$ cat src/rtl/regfile_pkg.sv
// Shared constants and state encoding for the register file dump/load controller.
package regfile_pkg;

  localparam int unsigned XLEN = 32;
  localparam int unsigned NREG = 32;
  localparam int unsigned AW   = $clog2(NREG);

  typedef enum logic [2:0] {
    IDLE,
    RD,
    TX,
    WR,
    CSUM,
    DONE
  } rfd_state_e;

endpackage

$ cat src/rtl/regfile_dump_ctrl.sv
// Register file dump/load sequencer.
// Dump: reads a wrapping index range through the combinational read port and streams each word
// out over valid/ready. Load: accepts a valid/ready stream and writes one register per beat.
// Optional feature: define REGFILE_DUMP_CSUM_EN to append/verify an XOR checksum beat.
module regfile_dump_ctrl
  import regfile_pkg::*;
(
  input  logic            i_clk,
  input  logic            i_rst_n,
  input  logic            i_start,
  input  logic            i_mode,
  input  logic [AW-1:0]   i_first_idx,
  input  logic [AW-1:0]   i_last_idx,
  output logic            o_busy,
  output logic            o_done,
  output logic            o_csum_err,
  output logic [AW-1:0]   o_rf_raddr,
  input  logic [XLEN-1:0] i_rf_rdata,
  output logic [AW-1:0]   o_rf_waddr,
  output logic [XLEN-1:0] o_rf_wdata,
  output logic            o_rf_wren,
  output logic [XLEN-1:0] o_tx_data,
  output logic [AW-1:0]   o_tx_idx,
  output logic            o_tx_valid,
  output logic            o_tx_last,
  input  logic            i_tx_ready,
  input  logic [XLEN-1:0] i_rx_data,
  input  logic            i_rx_valid,
  output logic            o_rx_ready
);

  rfd_state_e      state_q, state_d;
  logic [AW-1:0]   idx_q, idx_d;
  logic [AW-1:0]   cnt_q, cnt_d;
  logic [XLEN-1:0] tx_data_q, tx_data_d;
  logic [AW-1:0]   tx_idx_q, tx_idx_d;

`ifdef REGFILE_DUMP_CSUM_EN
  logic [XLEN-1:0] csum_q, csum_d;
  logic            csum_err_q, csum_err_d;
  logic            mode_q, mode_d;

  // Checksum accumulator, sticky error flag and latched command mode.
  always_ff @(posedge i_clk or negedge i_rst_n) begin
    if (!i_rst_n) begin
      csum_q     <= '0;
      csum_err_q <= 1'b0;
      mode_q     <= 1'b0;
    end else begin
      csum_q     <= csum_d;
      csum_err_q <= csum_err_d;
      mode_q     <= mode_d;
    end
  end

  assign o_csum_err = csum_err_q;
`else
  assign o_csum_err = 1'b0;
`endif

  // State, index/beat counters and the held tx beat.
  always_ff @(posedge i_clk or negedge i_rst_n) begin
    if (!i_rst_n) begin
      state_q   <= IDLE;
      idx_q     <= '0;
      cnt_q     <= '0;
      tx_data_q <= '0;
      tx_idx_q  <= '0;
    end else begin
      state_q   <= state_d;
      idx_q     <= idx_d;
      cnt_q     <= cnt_d;
      tx_data_q <= tx_data_d;
      tx_idx_q  <= tx_idx_d;
    end
  end

  // Next-state and output decode; index arithmetic wraps naturally since NREG is a power of two.
  always_comb begin
    state_d    = state_q;
    idx_d      = idx_q;
    cnt_d      = cnt_q;
    tx_data_d  = tx_data_q;
    tx_idx_d   = tx_idx_q;
`ifdef REGFILE_DUMP_CSUM_EN
    csum_d     = csum_q;
    csum_err_d = csum_err_q;
    mode_d     = mode_q;
`endif
    o_rf_raddr = '0;
    o_rf_waddr = '0;
    o_rf_wdata = '0;
    o_rf_wren  = 1'b0;
    o_tx_valid = 1'b0;
    o_tx_last  = 1'b0;
    o_rx_ready = 1'b0;
    o_done     = 1'b0;

    case (state_q)
      IDLE: begin
        if (i_start) begin
          idx_d   = i_first_idx;
          cnt_d   = i_last_idx - i_first_idx;
          state_d = i_mode ? WR : RD;
`ifdef REGFILE_DUMP_CSUM_EN
          csum_d     = '0;
          csum_err_d = 1'b0;
          mode_d     = i_mode;
`endif
        end
      end
      RD: begin
        o_rf_raddr = idx_q;
        tx_data_d  = i_rf_rdata;
        tx_idx_d   = idx_q;
        state_d    = TX;
`ifdef REGFILE_DUMP_CSUM_EN
        csum_d     = csum_q ^ i_rf_rdata;
`endif
      end
      TX: begin
        o_tx_valid = 1'b1;
`ifndef REGFILE_DUMP_CSUM_EN
        o_tx_last  = (cnt_q == '0);
`endif
        if (i_tx_ready) begin
          if (cnt_q == '0) begin
`ifdef REGFILE_DUMP_CSUM_EN
            state_d   = CSUM;
            tx_data_d = csum_q;
            tx_idx_d  = '0;
`else
            state_d   = DONE;
`endif
          end else begin
            idx_d   = idx_q + AW'(1);
            cnt_d   = cnt_q - AW'(1);
            state_d = RD;
          end
        end
      end
      WR: begin
        o_rx_ready = 1'b1;
        if (i_rx_valid) begin
          // x0 is hardwired: consume the beat without writing.
          o_rf_wren  = (idx_q != '0);
          o_rf_waddr = idx_q;
          o_rf_wdata = i_rx_data;
`ifdef REGFILE_DUMP_CSUM_EN
          csum_d     = csum_q ^ i_rx_data;
`endif
          if (cnt_q == '0) begin
`ifdef REGFILE_DUMP_CSUM_EN
            state_d = CSUM;
`else
            state_d = DONE;
`endif
          end else begin
            idx_d = idx_q + AW'(1);
            cnt_d = cnt_q - AW'(1);
          end
        end
      end
      CSUM: begin
`ifdef REGFILE_DUMP_CSUM_EN
        if (!mode_q) begin
          o_tx_valid = 1'b1;
          o_tx_last  = 1'b1;
          if (i_tx_ready) state_d = DONE;
        end else begin
          o_rx_ready = 1'b1;
          if (i_rx_valid) begin
            if (i_rx_data != csum_q) csum_err_d = 1'b1;
            state_d = DONE;
          end
        end
`else
        state_d = IDLE;
`endif
      end
      DONE: begin
        o_done  = 1'b1;
        state_d = IDLE;
      end
      default: state_d = IDLE;
    endcase
  end

  assign o_busy    = (state_q != IDLE);
  assign o_tx_data = tx_data_q;
  assign o_tx_idx  = tx_idx_q;

endmodule

$ cat config.mk
export PLATFORM = sky130hd
export DESIGN_NAME = regfile_dump_ctrl
export DESIGN_NICKNAME = d
export VERILOG_FILES = /design/src/rtl/regfile_pkg.sv /design/src/rtl/regfile_dump_ctrl.sv
export SDC_FILE = /design/constraint.sdc
export NUM_CORES = 1
export LEC_CHECK = 0
export CAP_MARGIN = 10
export CORE_MARGIN = 5
export CORE_UTILIZATION = 40
export CTS_CLUSTER_SIZE = 16
export DETAILED_ROUTE_END_ITERATION = 6
export PLACE_DENSITY = 0.93
export SETUP_SLACK_MARGIN = 0.5
export SYNTH_ARGS = -nofsm -noshare
export SYNTH_HDL_FRONTEND = slang
export SYNTH_SLANG_ARGS = --single-unit
$ cat constraint.sdc
create_clock -name i_clk -period 6 [get_ports i_clk]
set_input_delay 1.2 -clock i_clk [delete_from_list [all_inputs] [get_ports i_clk]]
set_output_delay 1.2 -clock i_clk [all_outputs]
set_load 0.02 [all_outputs]
### Word level (Yosys, flattened, before mapping)

Cells that the tools add are included.

| storage, ports and cells | value |
|---|---|
| input port bits | 80 |
| flip-flop bits (word level) | 50 |
| output and inout port bits | 86 |
| logic and storage cells | 51 |

| operators by class | value |
|---|---|
| equality and inequality tests | 8 |
| add/subtract/negate cells | 3 |
| reductions and logical operators | 7 |
| mux-type cells | 28 |

Operators by type and width:

| operator | count |
|---|---|
| $mux 32 | 2 |
| $mux 5 | 11 |
| $pmux 5 s3 | 2 |
| $mux 3 | 5 |
| $pmux 3 s4 | 1 |
| $ne 2x2->1 const B | 4 |
| $reduce_and 4->1 | 2 |
| $eq 3x2->1 const B | 2 |
| $mux 1 | 6 |
| $reduce_bool 3->1 | 2 |
| $add 5x1->5 const B | 1 |
| $logic_not 5->1 | 1 |
| $reduce_bool 5->1 | 1 |
| $sub 5x1->5 const B | 1 |
| $sub 5x5->5 | 1 |
| $eq 3x1->1 const B | 1 |
| $eq 3x3->1 const B | 1 |
| $logic_not 3->1 | 1 |
| $mux 2 | 1 |

### Longest topological paths before layout

Gate-level depths: netlist of the first run.

| logic depth | value |
|---|---|
| word-level depth | 4 |
| depth in mapped cells | 8 |

### Worst setup path before layout of the first run

Ideal clock, no wire load.

| timing | value |
|---|---|
| path type | input -> output |
| start | in i_rx_valid |
| end | out o_rf_waddr[2] |
| arrival time | 1.969 ns |
| required time | 4.800 ns |
| slack | 2.831 ns |
| cell stages on the path | 4 |
| cell sequence | nand2_1 nor2_1 clkbuf_1 and2_1 |

| on the way | value |
|---|---|
| cells in the longest elaborated chain, start to end | 2 |

RTL lines:

| element | line | source |
|---|---|---|
| start: declaration | regfile_dump_ctrl.sv:28 | `input logic i_rx_valid,` |
| $mux 5 | regfile_dump_ctrl.sv:144 | `if (i_rx_valid) begin` |
| $mux 5 | regfile_dump_ctrl.sv:99 | `case (state_q)` |
| end: declaration | regfile_dump_ctrl.sv:19 | `output logic [AW-1:0] o_rf_waddr,` |

No other way between the ends.

### Worst setup path in the final report of the first run

| timing | value |
|---|---|
| start | in i_rx_valid |
| end | out o_rf_wdata[4] |

| on the way | value |
|---|---|
| cells in the longest elaborated chain, start to end | 2 |

RTL lines:

| element | line | source |
|---|---|---|
| $mux 32 | regfile_dump_ctrl.sv:144 |  |
| $mux 32 | regfile_dump_ctrl.sv:99 |  |
| end: declaration | regfile_dump_ctrl.sv:20 | `output logic [XLEN-1:0] o_rf_wdata,` |

No other way between the ends.

==> report_table.html, run 1 <==
<table>
<tr><th>Metric</th><th>Value</th></tr>
<tr><th colspan="2">Layout</th></tr>
<tr><td>Multi-input gate area</td><td>1330 um^2</td></tr>
<tr><td>Final nets</td><td>491</td></tr>
<tr><td>Share of post-route cells with drive strength above 1</td><td>0.144</td></tr>
<tr><td>Seq. cell area</td><td>1250 um^2</td></tr>
<tr><td>Antenna diode count</td><td>0</td></tr>
<tr><td>Final cell area excluding filler cells</td><td>4470 um^2</td></tr>
<tr><td>Fill count</td><td>485</td></tr>
<tr><td>Util after Layout</td><td>0.691</td></tr>
<tr><td>Synth-to-layout area growth</td><td>66.2%</td></tr>
<tr><th colspan="2">Routing</th></tr>
<tr><td>Via-to-Cell Ratio</td><td>5.12</td></tr>
<tr><td>Vias after detailed routing</td><td>2457</td></tr>
<tr><td>Count of TritonRoute iterations in the first routing pass</td><td>4</td></tr>
<tr><td>Initial drt markers</td><td>78</td></tr>
<tr><td>Routed Antenna Nets</td><td>0</td></tr>
<tr><td>Post-route DRC</td><td>0</td></tr>
<tr><td>Detail-routed net length per standard cell</td><td>17.2 um</td></tr>
<tr><td>Total routed wirelength</td><td>8.23 mm</td></tr>
<tr><th colspan="2">Die</th></tr>
<tr><td>Starting density of the core</td><td>0.416</td></tr>
<tr><td>Count of standard-cell rows</td><td>29</td></tr>
<tr><td>I/O pin total</td><td>166</td></tr>
<tr><td>Total core area</td><td>6460 um^2</td></tr>
<tr><td>Area enclosed by the die boundary</td><td>8450 um^2</td></tr>
<tr><td>Chip Width</td><td>92.0 um</td></tr>
<tr><td>Die Height</td><td>92.0 um</td></tr>
<tr><th colspan="2">Timing</th></tr>
<tr><td>Worst-margin pin slew</td><td>1.07 ns</td></tr>
<tr><td>Final Hold Violating Endpoints</td><td>0</td></tr>
<tr><td>Total Neg Setup Slack</td><td>0 ns</td></tr>
<tr><td>Setup repair after global routing missed its margin</td><td>no</td></tr>
<tr><td>Count of pins over their slew limit</td><td>0</td></tr>
<tr><td>Final worst path period share</td><td>0.697</td></tr>
<tr><td>Post-layout minimum cycle time</td><td>4.18 ns</td></tr>
<tr><td>Max-slew headroom at the worst pin</td><td>0.285</td></tr>
<tr><td>Final worst hold slack</td><td>0.512 ns</td></tr>
<tr><td>Final clock skew</td><td>0.00878 ns</td></tr>
<tr><td>Final number of setup-violating endpoints</td><td>0</td></tr>
<tr><td>Max Clk Rate</td><td>239 MHz</td></tr>
<tr><th colspan="2">Synth</th></tr>
<tr><td>Number of warnings printed during yosys synthesis</td><td>0</td></tr>
<tr><td>Mean post-synth cell area</td><td>11.0 um^2</td></tr>
<tr><td>Number of storage elements in the synthesis netlist</td><td>50</td></tr>
<tr><td>Area share of the largest cell type after synthesis</td><td>0.466</td></tr>
<tr><td>Cell taking the most area after synthesis</td><td>dfrtp_1</td></tr>
<tr><td>Proportion of synthesized chip area in sequential cells</td><td>0.466</td></tr>
<tr><td>Most frequent cells after synthesis</td><td>dfrtp_1, and2_1, mux2_2, nor2_1, nand2_1</td></tr>
<tr><td>Most frequent cell after synthesis</td><td>dfrtp_1</td></tr>
<tr><td>Share of flip-flops with an asynchronous set or reset after synthesis</td><td>1.00</td></tr>
<tr><td>Top flip-flop cell by instance count after synthesis</td><td>dfrtp_1</td></tr>
<tr><td>Combined area of all synthesized cells</td><td>2690 um^2</td></tr>
<tr><td>Main area contributors after synthesis</td><td>dfrtp_1, mux2_2, and2_1</td></tr>
<tr><td>Synthesized netlist net count</td><td>332</td></tr>
<tr><td>Number of cells produced by synthesis</td><td>244</td></tr>
<tr><td>Count of unique library cells instantiated by Yosys</td><td>46</td></tr>
<tr><td>EDFF count, synth</td><td>0</td></tr>
<tr><th colspan="2">Power and ir drop</th></tr>
<tr><td>Internal power</td><td>0.00128 W</td></tr>
<tr><td>Leak Pwr</td><td>1.84 nW</td></tr>
<tr><td>Sequential share of power</td><td>0.296</td></tr>
<tr><td>NetSw</td><td>0.000897 W</td></tr>
<tr><td>Switching fraction of total power</td><td>0.411</td></tr>
<tr><td>Clock network power share</td><td>0.088</td></tr>
<tr><td>Combinational group share of total power</td><td>0.616</td></tr>
<tr><td>Worst supply voltage drop on vdd</td><td>302 uV</td></tr>
<tr><td>Cell Pwr Density</td><td>488 nW/um^2</td></tr>
<tr><td>Post-layout power</td><td>0.00218 W</td></tr>
<tr><th colspan="2">Placed design</th></tr>
<tr><td>Placed cell areas</td><td>4360 um^2</td></tr>
<tr><td>Port buffer count</td><td>164</td></tr>
<tr><td>Placer Congestion</td><td>0.840</td></tr>
<tr><td>Detailed-placement wirelength estimate</td><td>6.49 mm</td></tr>
<tr><th colspan="2">Global routing</th></tr>
<tr><td>Maximum number of pins on one net before global-route repair</td><td>51</td></tr>
<tr><td>Total global routing track utilization</td><td>0.193</td></tr>
<tr><td>Via count of the first global-routing pass</td><td>2568</td></tr>
<tr><td>Total gr overflow</td><td>0</td></tr>
<tr><td>Initial antenna violation count</td><td>0</td></tr>
<tr><td>Global-route wire length before repair</td><td>13.0 mm</td></tr>
<tr><th colspan="2">Clock network</th></tr>
<tr><td>Master cell of the clock root buffer</td><td>clkbuf_8</td></tr>
<tr><td>Number of buffers inserted during clock tree synthesis</td><td>5</td></tr>
<tr><td>Worst-Skew Late Latency</td><td>0.30 ns</td></tr>
<tr><td>CTS Buffer Depth</td><td>2</td></tr>
<tr><td>Hold bufs inserted after CTS</td><td>0</td></tr>
<tr><td>Clock H-tree levels</td><td>2</td></tr>
<tr><td>Number of clock sinks</td><td>50</td></tr>
<tr><td>Setup bufs post-CTS</td><td>0</td></tr>
<tr><td>TritonCTS clock tree</td><td>built</td></tr>
<tr><td># resized after CTS</td><td>0</td></tr>
<tr><td>Clock edge transition at the registers on the reported setup and hold paths</td><td>0.09 ns</td></tr>
<tr><th colspan="2">Critical path</th></tr>
<tr><td>Worst Path Arrival</td><td>2.98 ns</td></tr>
<tr><td>Endpoint kind of the worst setup timing path</td><td>primary output</td></tr>
<tr><td>R2R Setup Slk</td><td>3.43 ns</td></tr>
<tr><td>Max FO, Critical Path</td><td>35</td></tr>
<tr><td>Data required, critical path</td><td>4.80 ns</td></tr>
<tr><td>Worst setup SP type</td><td>input pin</td></tr>
<tr><td>Crit Path Category</td><td>input pin to primary output</td></tr>
<tr><th colspan="2">Hold path</th></tr>
<tr><td>Class of the tightest hold or removal check</td><td>flop to flop</td></tr>
<tr><th colspan="2">Outcome</th></tr>
<tr><td>Result of the run</td><td>finished, final reports clean</td></tr>
<tr><th colspan="2">Job</th></tr>
<tr><td>Max-Cap Viols</td><td>0</td></tr>
</table>
metrics by stage:
stage          std cells  setup slack [ns]
2_1_floorplan        244              2.83
3_3_place_gp         472              1.86
3_5_place_dp         472              1.81
4_1_cts              479              1.80
5_1_grt              480              1.70
6_report             480              1.82
state kept, by name (all words and copies together), names as in the netlist:
signal	count
o_tx_data	32
o_tx_idx	5
state_q	3
idx_q	5
cnt_q	5
placed cells by master, fill, tap and decap left out, types with 2 or more instances in the layout:
cell type / netlist / layout
clkdlybuf4s50_1: 0 / 163
dfrtp_1: 50 / 50
and2_1: 41 / 41
mux2_2: 37 / 37
nor2_1: 12 / 12
nand2_1: 10 / 10
inv_1: 9 / 9
a21oi_1: 8 / 8
ha_1: 7 / 7
o22ai_1: 5 / 5
o21ai_0: 5 / 5
clkbuf_8: 0 / 5
nand3_1: 3 / 3
a31oi_1: 3 / 3
a21oi_2: 3 / 3
or3_1: 2 / 2
nand2b_1: 2 / 2
a2bb2oi_1: 2 / 2
a21o_1: 2 / 2
xor2_1: 2 / 2
xnor2_1: 2 / 2
o21a_1: 2 / 2
clkinvlp_4: 0 / 2
buf_4: 2 / 2
critical path, stage by stage:
cell and delay (ns):
clkdlybuf4s50_1 0.49, nand2_1 0.09, nor2_1 0.13, buf_4 0.27, and2_1 0.18, clkdlybuf4s50_1 0.61
kinds of logic (layout without fill, tap and decap cells):
family,after synthesis,after routing,share of synthesized area
DFF,50,50,0.466
AOI/OAI and AO/OA,39,39,0.106
xor gates and xnor gates,4,4,0.0130
muxes,38,38,0.159
other,1,1,0.00140
adders and majority gates,8,8,0.0401
and+or+nand+nor,80,80,0.173
buffers and inverters,24,183,0.0419
path summary, 6_finish.rpt:
check | start | end | cells past startpoint
worst max-delay path | i_rx_valid | o_rf_wdata[4] | 6
worst max register to register | state_q[1] | cnt_q[3] | 4
max in group asynchronous | i_rst_n | o_tx_idx[3] | 2
worst min register to register | o_tx_data[31] | o_tx_data[31] | 1
min in group asynchronous | i_rst_n | cnt_q[0] | 1
worst min-delay path | o_tx_data[31] | o_tx_data[31] | 1
cell type report:
cell class              instances  share of cell area
flip-flops and latches         50               0.280
clock inverters                 2             0.00336
inverters                       9             0.00757
repair buffers                167               0.374
multi-input cells             170               0.298
well taps                      77              0.0216
clock buffers                   5              0.0154
metal layers:
layer  track usage  up-vias  share of wire
met5             0        -              0
met4        0.0619        0          0.019
met3        0.0646       16          0.099
met2         0.341      138           0.51
met1         0.219     1149           0.37
li1              -     1154              -
power by group through the flow:
stage	Sequential [W]	Combinational [W]	Clock (W)
floorplan	0.000769	0.000645	0
global placement	0.000640	0.00132	0
detailed placement	0.000655	0.00135	0
CTS	0.000648	0.00136	0.000198
global route	0.000677	0.00144	0.000208
finish	0.000645	0.00134	0.000191
Note: power is estimated with default switching activity, not from simulation.
==> inputs of run 2 (changes only) <==
--- a/config.mk
+++ b/config.mk
@@ -7,10 +7,10 @@
 export LEC_CHECK = 0
 export CAP_MARGIN = 10
 export CORE_MARGIN = 5
-export CORE_UTILIZATION = 40
+export CORE_UTILIZATION = 37
 export CTS_CLUSTER_SIZE = 16
 export DETAILED_ROUTE_END_ITERATION = 6
-export PLACE_DENSITY = 0.93
+export PLACE_DENSITY = 0.87
 export SETUP_SLACK_MARGIN = 0.5
 export SYNTH_ARGS = -nofsm -noshare
 export SYNTH_HDL_FRONTEND = slang
==> constraint.sdc (replaced) <==
create_clock -name i_clk -period 4.2 [get_ports i_clk]
set_input_delay 0.84 -clock i_clk [delete_from_list [all_inputs] [get_ports i_clk]]
set_output_delay 0.84 -clock i_clk [all_outputs]
set_load 0.02 [all_outputs]
==> run 2 against run 1 <==
  * Critical path depth unchanged
  * Final area increased by 1.5%
  * Register-to-register slack got worse by 1.3 ns
  * First-iteration DRC count rose by 9.0%
  * Core utilization is 5.9 points lower
  * Global-route usage shrank 0.91 points
  * Clock power grew 76%
  * Sequential share of layout area down 0.43 points
==> report_table.html, run 2 (synthesis gave the netlist of run 1 again) <==
<table>
<tr><th>Metric</th><th>Value</th></tr>
<tr><th colspan="2">Power and ir drop</th></tr>
<tr><td>Sequential share of power</td><td>0.289</td></tr>
<tr><td>Combinational group share of total power</td><td>0.605</td></tr>
<tr><td>Worst supply voltage drop on vdd</td><td>379 uV</td></tr>
<tr><td>Internal power</td><td>0.00191 W</td></tr>
<tr><td>Cell Pwr Density</td><td>705 nW/um^2</td></tr>
<tr><td>Switching fraction of total power</td><td>0.403</td></tr>
<tr><td>Leak Pwr</td><td>1.86 nW</td></tr>
<tr><td>NetSw</td><td>0.00129 W</td></tr>
<tr><td>Clock network power share</td><td>0.106</td></tr>
<tr><th colspan="2">Die</th></tr>
<tr><td>Count of standard-cell rows</td><td>31</td></tr>
<tr><td>Die Height</td><td>95.2 um</td></tr>
<tr><td>Total core area</td><td>7180 um^2</td></tr>
<tr><td>Chip Width</td><td>95.2 um</td></tr>
<tr><td>I/O pin total</td><td>166</td></tr>
<tr><td>Starting density of the core</td><td>0.374</td></tr>
<tr><td>Area enclosed by the die boundary</td><td>9060 um^2</td></tr>
<tr><th colspan="2">Routing</th></tr>
<tr><td>Post-route DRC</td><td>0</td></tr>
<tr><td>Vias after detailed routing</td><td>2447</td></tr>
<tr><td>Via-to-Cell Ratio</td><td>4.85</td></tr>
<tr><td>Count of TritonRoute iterations in the first routing pass</td><td>4</td></tr>
<tr><td>Routed Antenna Nets</td><td>0</td></tr>
<tr><td>Initial drt markers</td><td>85</td></tr>
<tr><td>Detail-routed net length per standard cell</td><td>16.5 um</td></tr>
<tr><td>Total routed wirelength</td><td>8.33 mm</td></tr>
<tr><th colspan="2">Clock network</th></tr>
<tr><td>Number of buffers inserted during clock tree synthesis</td><td>5</td></tr>
<tr><td>Clock H-tree levels</td><td>2</td></tr>
<tr><td>Master cell of the clock root buffer</td><td>clkbuf_8</td></tr>
<tr><td>Clock edge transition at the registers on the reported setup and hold paths</td><td>0.09 ns</td></tr>
<tr><td>Worst-Skew Late Latency</td><td>0.30 ns</td></tr>
<tr><td># resized after CTS</td><td>0</td></tr>
<tr><td>Number of clock sinks</td><td>50</td></tr>
<tr><td>TritonCTS clock tree</td><td>built</td></tr>
<tr><td>CTS Buffer Depth</td><td>2</td></tr>
<tr><td>Hold bufs inserted after CTS</td><td>0</td></tr>
<tr><td>Setup bufs post-CTS</td><td>0</td></tr>
<tr><th colspan="2">Placed design</th></tr>
<tr><td>Instance count after placement with tap cells included</td><td>496</td></tr>
<tr><td>Pre-CTS setup slack</td><td>0.721 ns</td></tr>
<tr><td>Port buffer count</td><td>164</td></tr>
<tr><td>Placer Congestion</td><td>0.851</td></tr>
<tr><td>Detailed-placement wirelength estimate</td><td>6.67 mm</td></tr>
<tr><th colspan="2">Critical path</th></tr>
<tr><td>Crit Path Category</td><td>flop to primary output</td></tr>
<tr><td>Worst Path Arrival</td><td>2.64 ns</td></tr>
<tr><td>Endpoint kind of the worst setup timing path</td><td>primary output</td></tr>
<tr><td>Worst setup SP type</td><td>flop</td></tr>
<tr><td>Max FO, Critical Path</td><td>7</td></tr>
<tr><td>Data required, critical path</td><td>3.36 ns</td></tr>
<tr><th colspan="2">Layout</th></tr>
<tr><td>Share of post-route cells with drive strength above 1</td><td>0.148</td></tr>
<tr><td>Antenna diode count</td><td>0</td></tr>
<tr><td>Most common cell after layout, fill and taps aside</td><td>clkdlybuf4s50_1</td></tr>
<tr><td>Final nets</td><td>493</td></tr>
<tr><td>Most frequent cells in the layout</td><td>clkdlybuf4s50_1, dfrtp_1, and2_1</td></tr>
<tr><td>Synth-to-layout area growth</td><td>68.8%</td></tr>
<tr><td>Final Instance Count excl. Fillers</td><td>505</td></tr>
<tr><td>Number of flip-flops in the largest register</td><td>32</td></tr>
<tr><th colspan="2">Global routing</th></tr>
<tr><td>Initial antenna violation count</td><td>0</td></tr>
<tr><td>Global-route wire length before repair</td><td>12.9 mm</td></tr>
<tr><td>Total global routing track utilization</td><td>0.183</td></tr>
<tr><td>Maximum number of pins on one net before global-route repair</td><td>51</td></tr>
<tr><td>Total gr overflow</td><td>0</td></tr>
<tr><td>Via count of the first global-routing pass</td><td>2564</td></tr>
<tr><th colspan="2">Hold path</th></tr>
<tr><td>Class of the tightest hold or removal check</td><td>flop to flop</td></tr>
<tr><th colspan="2">Timing</th></tr>
<tr><td>Final Hold Violating Endpoints</td><td>0</td></tr>
<tr><td>Final clock skew</td><td>0.00381 ns</td></tr>
<tr><td>Post-layout minimum cycle time</td><td>3.48 ns</td></tr>
<tr><td>Worst-margin pin slew</td><td>0.554 ns</td></tr>
<tr><td>Final number of setup-violating endpoints</td><td>0</td></tr>
<tr><td>Count of pins over their slew limit</td><td>0</td></tr>
<tr><td>Max-slew headroom at the worst pin</td><td>0.631</td></tr>
<tr><td>Max Clk Rate</td><td>287 MHz</td></tr>
<tr><td>Total Neg Setup Slack</td><td>0 ns</td></tr>
<tr><td>Final worst path period share</td><td>0.829</td></tr>
<tr><td>Worst Setup Slack, final</td><td>0.717 ns</td></tr>
<tr><td>Final worst hold slack</td><td>0.512 ns</td></tr>
<tr><td>Setup repair after global routing missed its margin</td><td>no</td></tr>
<tr><th colspan="2">Job</th></tr>
<tr><td>Max-Cap Viols</td><td>0</td></tr>
<tr><th colspan="2">Outcome</th></tr>
<tr><td>Result of the run</td><td>finished, final reports clean</td></tr>
</table>
## run 2: final timing paths
kind | slack, ns | start | end | cells after the start
worst max-delay path | 0.72 | cnt_q[0] | o_tx_last | 6
worst min-delay path | 0.51 | o_tx_data[3] | o_tx_data[3] | 1
worst max register to register | 2.10 | cnt_q[0] | idx_q[0] | 6
worst min register to register | 0.51 | o_tx_data[3] | o_tx_data[3] | 1
max in group asynchronous | 3.15 | i_rst_n | idx_q[3] | 2
min in group asynchronous | 0.52 | i_rst_n | o_tx_data[11] | 1
## run 2: metal layers
layer	GRT usage	vias to the layer above	wire length [um]
met3	0.0916	8	1310
met1	0.198	1149	2840
met2	0.321	134	4100
met5	0	-	0
met4	0.0433	0	83
li1	-	1156	-
## run 2: metrics by stage
stage,util,cell area [um^2],total power (W)
global route,0.632,4530,0.00341
detailed placement,0.614,4400,0.00288
floorplan,-,2690,0.00202
global placement,0.614,4400,0.00283
CTS,0.629,4510,0.00323
finish,0.632,4530,0.00320
## run 2: layout make-up
| cell class | instances | area [um^2] |
|---|---|---|
| sequential | 50 | 1250 |
| tap | 99 | 124 |
| clock buffer | 6 | 72.6 |
| fill | 582 | 2640 |
| multi-input combinational | 170 | 1330 |
| inverter | 9 | 33.8 |
| timing repair buffer | 169 | 1690 |
| clock inverter | 2 | 37.5 |
## run 2: worst max-delay path, stage by stage (launching register included)
cell	delay, ns
dfrtp_1	0.40
inv_1	0.09
ha_1	0.19
or4b_4	0.50
or2_0	0.39
nor2_1	0.15
clkdlybuf4s50_1	0.62
## run 2: power by group through the flow
| stage | clock, W | sequential (W) | combinational (W) |
|---|---|---|---|
| floorplan | 0 | 0.00110 | 0.000921 |
| global placement | 0 | 0.000916 | 0.00191 |
| detailed placement | 0 | 0.000934 | 0.00194 |
| CTS | 0.000347 | 0.000927 | 0.00196 |
| global route | 0.000371 | 0.000966 | 0.00208 |
| finish | 0.000337 | 0.000924 | 0.00193 |
